<file path="src/rtl/ripple_count_sampler_if.sv">
// Snapshot output channel of ripple_count_sampler: valid/ready handshake plus
// the snapshot value and its tag flags.
interface ripple_count_sampler_if #(
  parameter int WIDTH = 8
);
  // Handshake: a snapshot transfers on any rising edge where sample_valid and
  // sample_ready are both high. While valid is high and ready is low, the
  // producer holds data and flags constant. Ready may be raised before valid.
  logic             sample_valid;
  logic             sample_ready;
  logic [WIDTH-1:0] sample_data;
  logic             wrap_flag;
  logic             thresh_hit;
  logic             stab_err;

  modport master (
    output sample_valid,
    output sample_data,
    output wrap_flag,
    output thresh_hit,
    output stab_err,
    input  sample_ready
  );

  modport slave (
    input  sample_valid,
    input  sample_data,
    input  wrap_flag,
    input  thresh_hit,
    input  stab_err,
    output sample_ready
  );
endinterface

</file>
<file path="src/rtl/ripple_count_sampler.sv">
// Reads an asynchronous ripple counter through a two-deep sample pipe, waits for
// two matching samples (or gives up after MAX_RETRY tries) and offers a tagged snapshot.
module ripple_count_sampler #(
  parameter int WIDTH     = 8,
  parameter int MAX_RETRY = 4
) (
  input  logic                   clk,
  input  logic                   reset,
  input  logic [WIDTH-1:0]       count_in,
  input  logic                   sample_req,
  input  logic [WIDTH-1:0]       threshold,
  ripple_count_sampler_if.master bus,
  output logic [1:0]             dbg_state
);

  typedef enum logic [1:0] {
    IDLE    = 2'd0,
    SAMPLE  = 2'd1,
    PRESENT = 2'd2
  } state_t;

  localparam logic [3:0] RETRY_LAST = 4'(MAX_RETRY - 1);

  state_t           state_q, state_d;
  logic [WIDTH-1:0] samp_a, samp_b;
  logic [3:0]       retry_q, retry_d;
  logic             valid_q, valid_d;
  logic [WIDTH-1:0] data_q, data_d;
  logic [WIDTH-1:0] last_acc_q, last_acc_d;
  logic             wrap_q, wrap_d;
  logic             hit_q, hit_d;
  logic             err_q, err_d;
  logic             stable;

  // Free-running pipe: two successive samples that agree mean the ripple has settled.
  always_ff @(posedge clk or negedge reset) begin
    if (!reset) begin
      samp_a <= '0;
      samp_b <= '0;
    end else begin
      samp_a <= count_in;
      samp_b <= samp_a;
    end
  end

  assign stable = (samp_a == samp_b);

  always_comb begin
    state_d    = state_q;
    retry_d    = retry_q;
    valid_d    = valid_q;
    data_d     = data_q;
    last_acc_d = last_acc_q;
    wrap_d     = wrap_q;
    hit_d      = hit_q;
    err_d      = err_q;
    case (state_q)
      IDLE: begin
        valid_d = 1'b0;
        if (sample_req) begin
          state_d = SAMPLE;
          retry_d = '0;
        end
      end
      SAMPLE: begin
        if (stable || (retry_q == RETRY_LAST)) begin
          data_d  = samp_a;
          err_d   = !stable;
          wrap_d  = (samp_a < last_acc_q);
          hit_d   = (samp_a >= threshold);
          state_d = PRESENT;
        end else begin
          retry_d = retry_q + 4'd1;
        end
      end
      PRESENT: begin
        // Valid rises one cycle after the load, so a snapshot is never offered
        // in the same cycle it is captured.
        if (!valid_q) begin
          valid_d = 1'b1;
        end else if (bus.sample_ready) begin
          valid_d    = 1'b0;
          last_acc_d = data_q;
          state_d    = IDLE;
        end
      end
      default: state_d = IDLE;
    endcase
  end

  always_ff @(posedge clk or negedge reset) begin
    if (!reset) begin
      state_q    <= IDLE;
      retry_q    <= '0;
      valid_q    <= 1'b0;
      data_q     <= '0;
      last_acc_q <= '0;
      wrap_q     <= 1'b0;
      hit_q      <= 1'b0;
      err_q      <= 1'b0;
    end else begin
      state_q    <= state_d;
      retry_q    <= retry_d;
      valid_q    <= valid_d;
      data_q     <= data_d;
      last_acc_q <= last_acc_d;
      wrap_q     <= wrap_d;
      hit_q      <= hit_d;
      err_q      <= err_d;
    end
  end

  assign bus.sample_valid = valid_q;
  assign bus.sample_data  = data_q;
  assign bus.wrap_flag    = wrap_q;
  assign bus.thresh_hit   = hit_q;
  assign bus.stab_err     = err_q;
  assign dbg_state        = state_q;

endmodule

</file>
<file path="src/flat_wrapper.sv">
// flat-port wrapper written by rule: the top's interface ports become plain ports
module ripple_count_sampler_flat 
#(
  parameter int WIDTH     = 8,
  parameter int MAX_RETRY = 4
)
  (clk, reset, count_in, sample_req, threshold, dbg_state, bus_sample_valid, bus_sample_data, bus_wrap_flag, bus_thresh_hit, bus_stab_err, bus_sample_ready);
  ripple_count_sampler_if #(.WIDTH(WIDTH)) bus_i ();
  input  logic clk;
  input  logic reset;
  input  logic [WIDTH-1:0] count_in;
  input  logic sample_req;
  input  logic [WIDTH-1:0] threshold;
  output logic [1:0] dbg_state;
  output wire logic [$bits(bus_i.sample_valid)-1:0] bus_sample_valid;
  output wire logic [$bits(bus_i.sample_data)-1:0] bus_sample_data;
  output wire logic [$bits(bus_i.wrap_flag)-1:0] bus_wrap_flag;
  output wire logic [$bits(bus_i.thresh_hit)-1:0] bus_thresh_hit;
  output wire logic [$bits(bus_i.stab_err)-1:0] bus_stab_err;
  input wire logic [$bits(bus_i.sample_ready)-1:0] bus_sample_ready;
  assign bus_sample_valid = bus_i.sample_valid;
  assign bus_sample_data = bus_i.sample_data;
  assign bus_wrap_flag = bus_i.wrap_flag;
  assign bus_thresh_hit = bus_i.thresh_hit;
  assign bus_stab_err = bus_i.stab_err;
  assign bus_i.sample_ready = bus_sample_ready;
  ripple_count_sampler #(.WIDTH(WIDTH), .MAX_RETRY(MAX_RETRY)) u_core (.clk(clk), .reset(reset), .count_in(count_in), .sample_req(sample_req), .threshold(threshold), .bus(bus_i), .dbg_state(dbg_state));
endmodule
</file>
<file path="config.mk">
export PLATFORM = sky130hd
export DESIGN_NAME = ripple_count_sampler_flat
export DESIGN_NICKNAME = d
export VERILOG_FILES = /design/src/rtl/ripple_count_sampler_if.sv /design/src/rtl/ripple_count_sampler.sv /design/src/flat_wrapper.sv
export SDC_FILE = /design/constraint.sdc
export NUM_CORES = 1
export LEC_CHECK = 0
export CAP_MARGIN = 20
export CORE_MARGIN = 3
export CORE_UTILIZATION = 33
export DETAILED_ROUTE_END_ITERATION = 16
export PLACE_DENSITY_LB_ADDON = 0.05
export SLEW_MARGIN = 20
export SYNTH_ARGS = -nofsm -noshare
export SYNTH_HDL_FRONTEND = slang
export SYNTH_SLANG_ARGS = --single-unit
</file>
<file path="constraint.sdc">
create_clock -name clk -period 3.8 [get_ports clk]
set_input_delay 0.57 -clock clk [delete_from_list [all_inputs] [get_ports clk]]
set_output_delay 0.57 -clock clk [all_outputs]
set_load 0.01 [all_outputs]
</file>
* Word-level counts from Yosys, hierarchy flattened
Cells that the tools add are included.
** Word-level totals
- Output and inout bits :: 14
- Word-level logic and storage cells :: 42
- Register bits :: 42
- Input port bits :: 20
** Cells by class
- Add/subtract/negate cells :: 1
- Equal/unequal tests :: 9
- Mux-type cells :: 11
- Reduce and logical (&&, ||, !) cells :: 9
- Magnitude comparators :: 2
** Operators with widths (number)
- 8-bit == test :: 1
- 8-bit greater-or-equal comparator :: 1
- 8-bit less-than comparator :: 1
- 2-bit 2-to-1 mux :: 4
- 4-bit 2-to-1 mux :: 2
- 4-bit case mux with 2 select lines :: 1
- 2-bit inequality test, second input constant :: 3
- 2-bit case mux with 3 select lines :: 1
- 3-bit AND reduction :: 2
- 4-bit by 1-bit adder with 4-bit output, second input constant :: 1
- 4-bit by 2-bit == test with 1-bit output, second input constant :: 1
- 2-bit by 1-bit inequality test with 1-bit output, second input constant :: 2
- 4-bit AND reduction :: 1
- 2-bit nonzero test :: 2
- 2-bit by 1-bit == test with 1-bit output, second input constant :: 1
- 2-bit == test, second input constant :: 1
- 2-bit logical NOT :: 1
- 1-bit 2-to-1 mux :: 2
- 1-bit case mux with 2 select lines :: 1
- 2-bit AND reduction :: 1
- 1-bit logical NOT :: 1
- 1-bit logical OR :: 1

* Longest topological paths before layout
Gate-level depths: netlist (run 1).
- Depth after elaboration :: 4
- Gate-level depth with buffers :: 7
- Gate-level depth less buffers :: 7

* Worst setup path before layout (run 1)
Ideal clock, no wire load.
- Path kind :: in2reg
- From :: input port threshold[2]
- To :: register u_core.hit_q (netlist: u_core.bus.thresh_hit)
- Slack :: 2101 ps
- Setup time :: 139 ps
- Data required time :: 3661 ps
- Buffers on the path :: 0
- Data arrival time :: 1561 ps
- Stages :: 6
- Cells stage by stage :: inv_1 > ha_1 > a211oi_1 > a2111oi_0 > a2111oi_0 > mux2i_1
** On the way
- Word-level cells in the longest chain between the ends :: 1
** Ends and longest elaborated chain
- from (decl) :: RTL line flat_wrapper.sv:13 : input logic [WIDTH-1:0] threshold;
- 8-bit greater-or-equal comparator :: RTL line ripple_count_sampler.sv:70 : hit_d = (samp_a >= threshold);
- to (signal assigned) :: RTL line ripple_count_sampler.sv:108 : hit_q <= hit_d;
- to (decl) :: RTL line ripple_count_sampler.sv:31 : logic hit_q, hit_d;
No other way between the ends.
A chain may end at the register's enable or synchronous reset.

* Worst setup path in the final report (run 1)
- From :: register u_core.retry_q[0]
- To :: register u_core.data_q[0] (netlist: u_core.bus.sample_data[0])
** On the way
- Word-level cells in the longest chain between the ends :: 3
** Ends and longest elaborated chain
- from (decl) :: RTL line ripple_count_sampler.sv:26 : logic [3:0] retry_q, retry_d;
- from (signal assigned) :: RTL line ripple_count_sampler.sv:103 : retry_q <= retry_d;
- 4-bit by 2-bit == test with 1-bit output :: RTL line ripple_count_sampler.sv:66 : if (stable || (retry_q == RETRY_LAST)) begin
- 1-bit logical OR :: RTL line ripple_count_sampler.sv:66
- 2-bit AND reduction (no line)
- to (signal assigned) :: RTL line ripple_count_sampler.sv:105 : data_q <= data_d;
- to (decl) :: RTL line ripple_count_sampler.sv:28 : logic [WIDTH-1:0] data_q, data_d;
No other way between the ends.

==> results of run 1 <==
[metal layers]
metal  global-route usage [%]  wire length, um  vias to the layer above
li1                         -                -                      615
met1                     16.0             1730                      608
met2                     20.0             1750                       30
met3                     3.73              175                        8
met4                     5.65               79                        0
met5                        0                0                        -
[flip-flops by register name (all words and copies together) (netlist names)]
signal,cells
u_core.last_acc_q,8
u_core.bus.sample_valid,1
u_core.bus.thresh_hit,1
u_core.samp_a,8
u_core.dbg_state,2
u_core.bus.stab_err,1
u_core.bus.wrap_flag,1
u_core.bus.sample_data,8
u_core.samp_b,8
u_core.retry_q,4
[stage by stage]
stage / utilization, % / instances / worst slack (ns) / area, um^2 / hold slack, ns
6_report: 43.5 / 268 / 1.68 / 2410 / 0.412
5_1_grt: 43.5 / 268 / 1.52 / 2410 / 0.498
4_1_cts: 43.5 / 268 / 1.65 / 2410 / 0.459
3_5_place_dp: 41.9 / 260 / 1.46 / 2320 / 0.483
3_3_place_gp: 41.9 / 260 / 1.55 / 2320 / 0.480
2_1_floorplan: - / 155 / 2.10 / 1900 / 0.274
[cell usage after synthesis (2+ instances only)]
library cell	count
a211oi_1	2
ha_1	16
a21o_1	2
mux2_2	9
nor2b_1	2
nor3_1	2
nand3_1	2
nand4_1	2
a2111oi_0	4
nand2_1	10
inv_1	19
o211ai_1	2
xnor2_1	8
mux2_1	8
nor2_1	6
dfrtp_1	42
a21oi_1	4
[cell type report]
type                            instances  area [um^2]  share of cell area [%]
Tap cell                               72         90.1                    3.73
Sequential cell                        42         1050                    43.6
Clock inverter                          1         5.00                   0.207
Inverter                               19         71.3                    2.96
Timing Repair Buffer                   34          333                    13.8
Multi-Input combinational cell         93          776                    32.2
Clock buffer                            7         86.3                    3.58
[power groups by stage]
stage / sequential, W / combinational [W] / clock, W
2_1_floorplan: 0.000679 / 0.000241 / 0
3_3_place_gp: 0.000660 / 0.000500 / 0
3_5_place_dp: 0.000666 / 0.000511 / 0
4_1_cts: 0.000659 / 0.000513 / 0.000304
5_1_grt: 0.000674 / 0.000557 / 0.000324
6_report: 0.000657 / 0.000500 / 0.000290
[logic make-up (layout without fill, tap and decap cells)]
family                   after synthesis  after routing
flip-flops                            42             42
AND/OR/NAND/NOR                       32             32
buffers and inverters                 20             61
multiplexers                          18             18
adder cells (fa/ha/maj)               16             16
XOR/XNOR                               8              8
AO/OA/AOI/OAI                         19             19
[worst max-delay path, cell delays in order (launching register included)]
cell and delay, ns:
dfrtp_1 0.42, ha_1 0.23, nor3b_2 0.20, o21ai_1 0.54, buf_4 0.28, mux2_2 0.34
[placed cells by master, fill, tap and decap left out, types with 2 or more instances in the layout]
master,count
a2111oi_0,4
a21oi_1,4
nor2b_1,2
nand2_1,10
mux2_2,9
ha_1,16
nor2_1,6
xnor2_1,8
clkbuf_8,6
nand3_1,2
nand4_1,2
a21o_1,2
inv_1,19
mux2_1,8
dfrtp_1,42
clkdlybuf4s50_1,32
o211ai_1,2
a211oi_1,2
nor3_1,2
[worst min-delay path by stage]
stage                              start                         to  slack, ns  cells past startpoint
floorplan                          reset  u_core.bus.sample_data[0]       0.27                      0
global placement    u_core.bus.wrap_flag       u_core.bus.wrap_flag       0.48                      1
detailed placement      u_core.samp_a[6]           u_core.samp_b[6]       0.48                      0
CTS                                reset          u_core.retry_q[3]       0.46                      1
global route                       reset          u_core.retry_q[3]       0.50                      1
finish                             reset          u_core.retry_q[3]       0.41                      1
==> impl_metrics.toml, run 1 <==
[detailed_routing]
drc_errors = 0
vias = 1261
postRouteAntennaNets = 0
via_per_inst = 4.71
drt-initial-drc-count = 51
drt-total-wl_mm = 3.73
first_pass_iters = 4
wl_per_cell_um = 13.9

[clock_tree]
clk_latency_ns = 0.29
numCtsBuffers = 5
postCtsResizedCells = 0
clock_sinks = 42
cts_root_buf = "clkbuf_8"
cts_buffer_depth = 2
path_clk_slew_ns = 0.08
cts_tree = "done"
post-cts-setup-buffers = 0
h-tree-depth = 2
postCtsHoldBufs = 0

[setup_path]
cp-start-kind = "flip-flop"
cp.arrival_ns = 2.30
reg2reg_depth = 5
reg2reg_slack_ns = 1.68
worstReg2RegEnd = "u_core.bus.sample_data[0]"
end_kind = "flip-flop"
cp-endpoint = "u_core.bus.sample_data[0]"
crit_type = "reg2reg"
cp.required_ns = 3.97
crit_path_max_fanout = 6
regToRegStartpoint = "u_core.retry_q[0]"
crit_start = "u_core.retry_q[0]"

[power]
seqPwrFrac_pct = 45.4
clkPwrFrac_pct = 20.0
powerDensity_nw_per_um2 = 600
p_leak_nw = 1.11
peakVddDrop_uv = 223
power_w = 0.00145
power_frac_comb_pct = 34.6
switching_share_pct = 31.1
internal_power_w = 0.000997
switching_power_w = 0.000450

[synth]
synth_compound_gate_area_share_pct = 7.30
synth-adder-area-share_pct = 10.5
synth_top_family_by_area = "multiplexers"
synth-seq-cells = 42
yosys-top-cells-area = "dfrtp_1 55%, ha_1 11%, mux2_2 5.3%"
yosys.area_share.simple_pct = 8.68
synth_xor_area_share_pct = 3.68
async_flop_share_pct = 100
muxShareOfSynthArea_pct = 10.6
netlist-cell-type-count = 32
synth.avg_cell_area_um2 = 12.3
netlist_area_um2 = 1900
synth-edff-count = 0
synth_ff_type = "dfrtp_1"
yosys_warnings = 0
ys_seq_area_share_pct = 55.2
yosysTopAreaCell = "dfrtp_1"
syn-instance-count = 155
synth.net_count = 191
synth_top_area_share_pct = 55.2

[global_route]
grt_max_degree = 43
grt.total_usage_pct = 12.6
grt-ovfl-total = 0
grt_pass1_vias = 1300
grt_pass1_wl_mm = 6.25
antenna_found_initial = 0

[floorplanning]
die_h_um = 81.9
die_area_um2 = 6710
initial_core_util_pct = 34.3
core_area_um2 = 5540
ios = 34
die_w_um = 81.9
rows = 27

[timing]
clock_skew_ns = 0.00827
hold_viol = 0
relSlewSlack_pct = 38.3
finalMaxSlewViolations = 0
timing.fmax_mhz = 471
fin_crit_sh_pct = 55.9
fin_crit_ns = 2.12
rsz0062_at_grt = "false"
worstMarginPinSlew_ns = 0.925
setup_violations = 0
fin_tns_setup_ns = 0

[cells_and_area]
area_growth_pct = 26.8
fin_nets = 231
fillers = 536
insertedDiodeCount = 0
drive_gt1_share_pct = 10.2

[placement]
portBuffers = 33
dpl.hpwl_mm = 2.79
gp_congestion = 0.777

[flow_run]
drv_cap = 0

[status]
status = "complete, no violations"

[worst_hold_path]
hold_path_class = "in2async"
Power figures use the tool's default switching activity.
==> run 2, diff against run 1 <==
==> constraint.sdc (replaced) <==
create_clock -name clk -period 2.21 [get_ports clk]
set_input_delay 0.3315 -clock clk [delete_from_list [all_inputs] [get_ports clk]]
set_output_delay 0.3315 -clock clk [all_outputs]
set_load 0.01 [all_outputs]
==> impl_metrics.toml, run 2 (synthesized netlist as in run 1, its figures left out) <==
[setup_path]
reg2reg_slack_ns = 0.34
cp.required_ns = 2.38
reg2reg_depth = 5
critPathSlowestCell = "a2111oi_0"
crit_path_max_fanout = 5
max_stage_delay_ns = 0.48
crit_type = "reg2reg"
end_kind = "flip-flop"
path_cells = "ha_1 -> o211ai_1 -> a2111oi_0 -> a2111oi_0 -> mux2_1"
worstReg2RegEnd = "u_core.bus.wrap_flag"
cp-start-kind = "flip-flop"
crit_top_cell = "a2111oi_0"
regToRegStartpoint = "u_core.samp_a[1]"
cp.arrival_ns = 2.04

[clock_tree]
numCtsBuffers = 5
cts_buffer_depth = 2
clk_latency_ns = 0.29
postCtsHoldBufs = 0
cts_root_buf = "clkbuf_8"
h-tree-depth = 2
clock_sinks = 42
cts_tree = "done"
post-cts-setup-buffers = 0
path_clk_slew_ns = 0.07
postCtsResizedCells = 0

[cells_and_area]
design_area_um2 = 2470
insertedDiodeCount = 0
fin_cells = 271
final_common_cell = "dfrtp_1"
drive_gt1_share_pct = 12.1
final_util_pct = 44.5
layout_common_cells = "42 x dfrtp_1, 32 x clkdlybuf4s50_1, 19 x inv_1"
fin_nets = 234
area_growth_pct = 29.6

[timing]
rsz0062_at_grt = "false"
setup_violations = 0
whs_ns = 0.00821
fin_crit_ns = 1.87
fin_crit_sh_pct = 84.5
fin_tns_setup_ns = 0
hold_viol = 0
relSlewSlack_pct = 69.9
finalMaxSlewViolations = 0
clock_skew_ns = 0.00365
timing.fmax_mhz = 536
worstMarginPinSlew_ns = 0.441

[global_route]
antenna_found_initial = 0
grt.total_usage_pct = 12.9
grt_max_degree = 43
grt_pass1_wl_mm = 6.35
grt-ovfl-total = 0
grt_pass1_vias = 1324

[floorplanning]
die_w_um = 81.9
initial_core_util_pct = 34.3
core_area_um2 = 5540
ios = 34
rows = 27
die_h_um = 81.9
die_area_um2 = 6710

[detailed_routing]
drt-initial-drc-count = 33
drt-total-wl_mm = 3.73
first_pass_iters = 4
via_per_inst = 4.72
wl_per_cell_um = 13.8
postRouteAntennaNets = 0
vias = 1279
drc_errors = 0

[placement]
placed_area_um2 = 2360
portBuffers = 33
dpl.hpwl_mm = 2.78
gp_congestion = 0.769
dp_cells = 263

[power]
power_frac_comb_pct = 34.1
peakVddDrop_uv = 556
clkPwrFrac_pct = 21.8
switching_share_pct = 30.0
p_leak_nw = 1.13
powerDensity_nw_per_um2 = 1040
switching_power_w = 0.000766
internal_power_w = 0.00179
seqPwrFrac_pct = 44.0

[flow_run]
drv_cap = 0

[worst_hold_path]
hold_path_class = "in2async"

[status]
status = "complete, no violations"
[run 2: cell count changes in the layout (fill, tap and decap cells not counted)]
cell,before,now
buf_12,0,1
clkinv_2,1,0
clkbuf_1,1,0
buf_4,1,3
clkbuf_8,6,8
[run 2: final cells by class]
class | instances | area (um^2)
timing repair buffer | 37 | 368
multi-input combinational | 93 | 776
tap | 72 | 90.1
sequential | 42 | 1050
fill | 529 | 3070
inverter | 19 | 71.3
clock buffer | 8 | 110
[run 2: worst max-delay path by stage]
stage | startpoint | cells past startpoint | slack [ns] | endpoint
floorplan | u_core.retry_q[0] | 4 | 0.57 | u_core.retry_q[3]
global route | u_core.samp_a[2] | 5 | 0.21 | u_core.bus.wrap_flag
detailed placement | threshold[2] | 7 | 0.14 | u_core.bus.thresh_hit
CTS | u_core.samp_a[1] | 5 | 0.28 | u_core.bus.wrap_flag
global placement | threshold[2] | 7 | 0.20 | u_core.bus.thresh_hit
finish | u_core.samp_a[1] | 5 | 0.34 | u_core.bus.wrap_flag
[run 2: per-layer routing]
layer	up-vias	track usage [%]	part of all wire (%)
met5	-	0	0
met3	8	4.17	4.4
li1	626	-	-
met1	611	16.4	47
met4	0	5.48	2.0
met2	34	20.0	47
[run 2: power groups by stage]
stage	logic, W	clock network (W)	registers, W
global route	0.000975	0.000620	0.00116
global placement	0.000870	0	0.00113
finish	0.000872	0.000558	0.00113
floorplan	0.000414	0	0.00117
CTS	0.000892	0.000588	0.00113
detailed placement	0.000887	0	0.00115
[run 2: metrics by stage]
stage	setup WS, ns	power [W]
2_1_floorplan	0.566	0.00158
3_3_place_gp	0.198	0.00200
3_5_place_dp	0.144	0.00203
4_1_cts	0.283	0.00261
5_1_grt	0.210	0.00276
6_report	0.343	0.00256
[run 2: critical path: cells and delay by family, from the launching register on]
family / cells / cell delay, ns
compound gates: 3 / 0.69
mux: 1 / 0.30
fa+ha+maj: 1 / 0.31
flops: 1 / 0.46
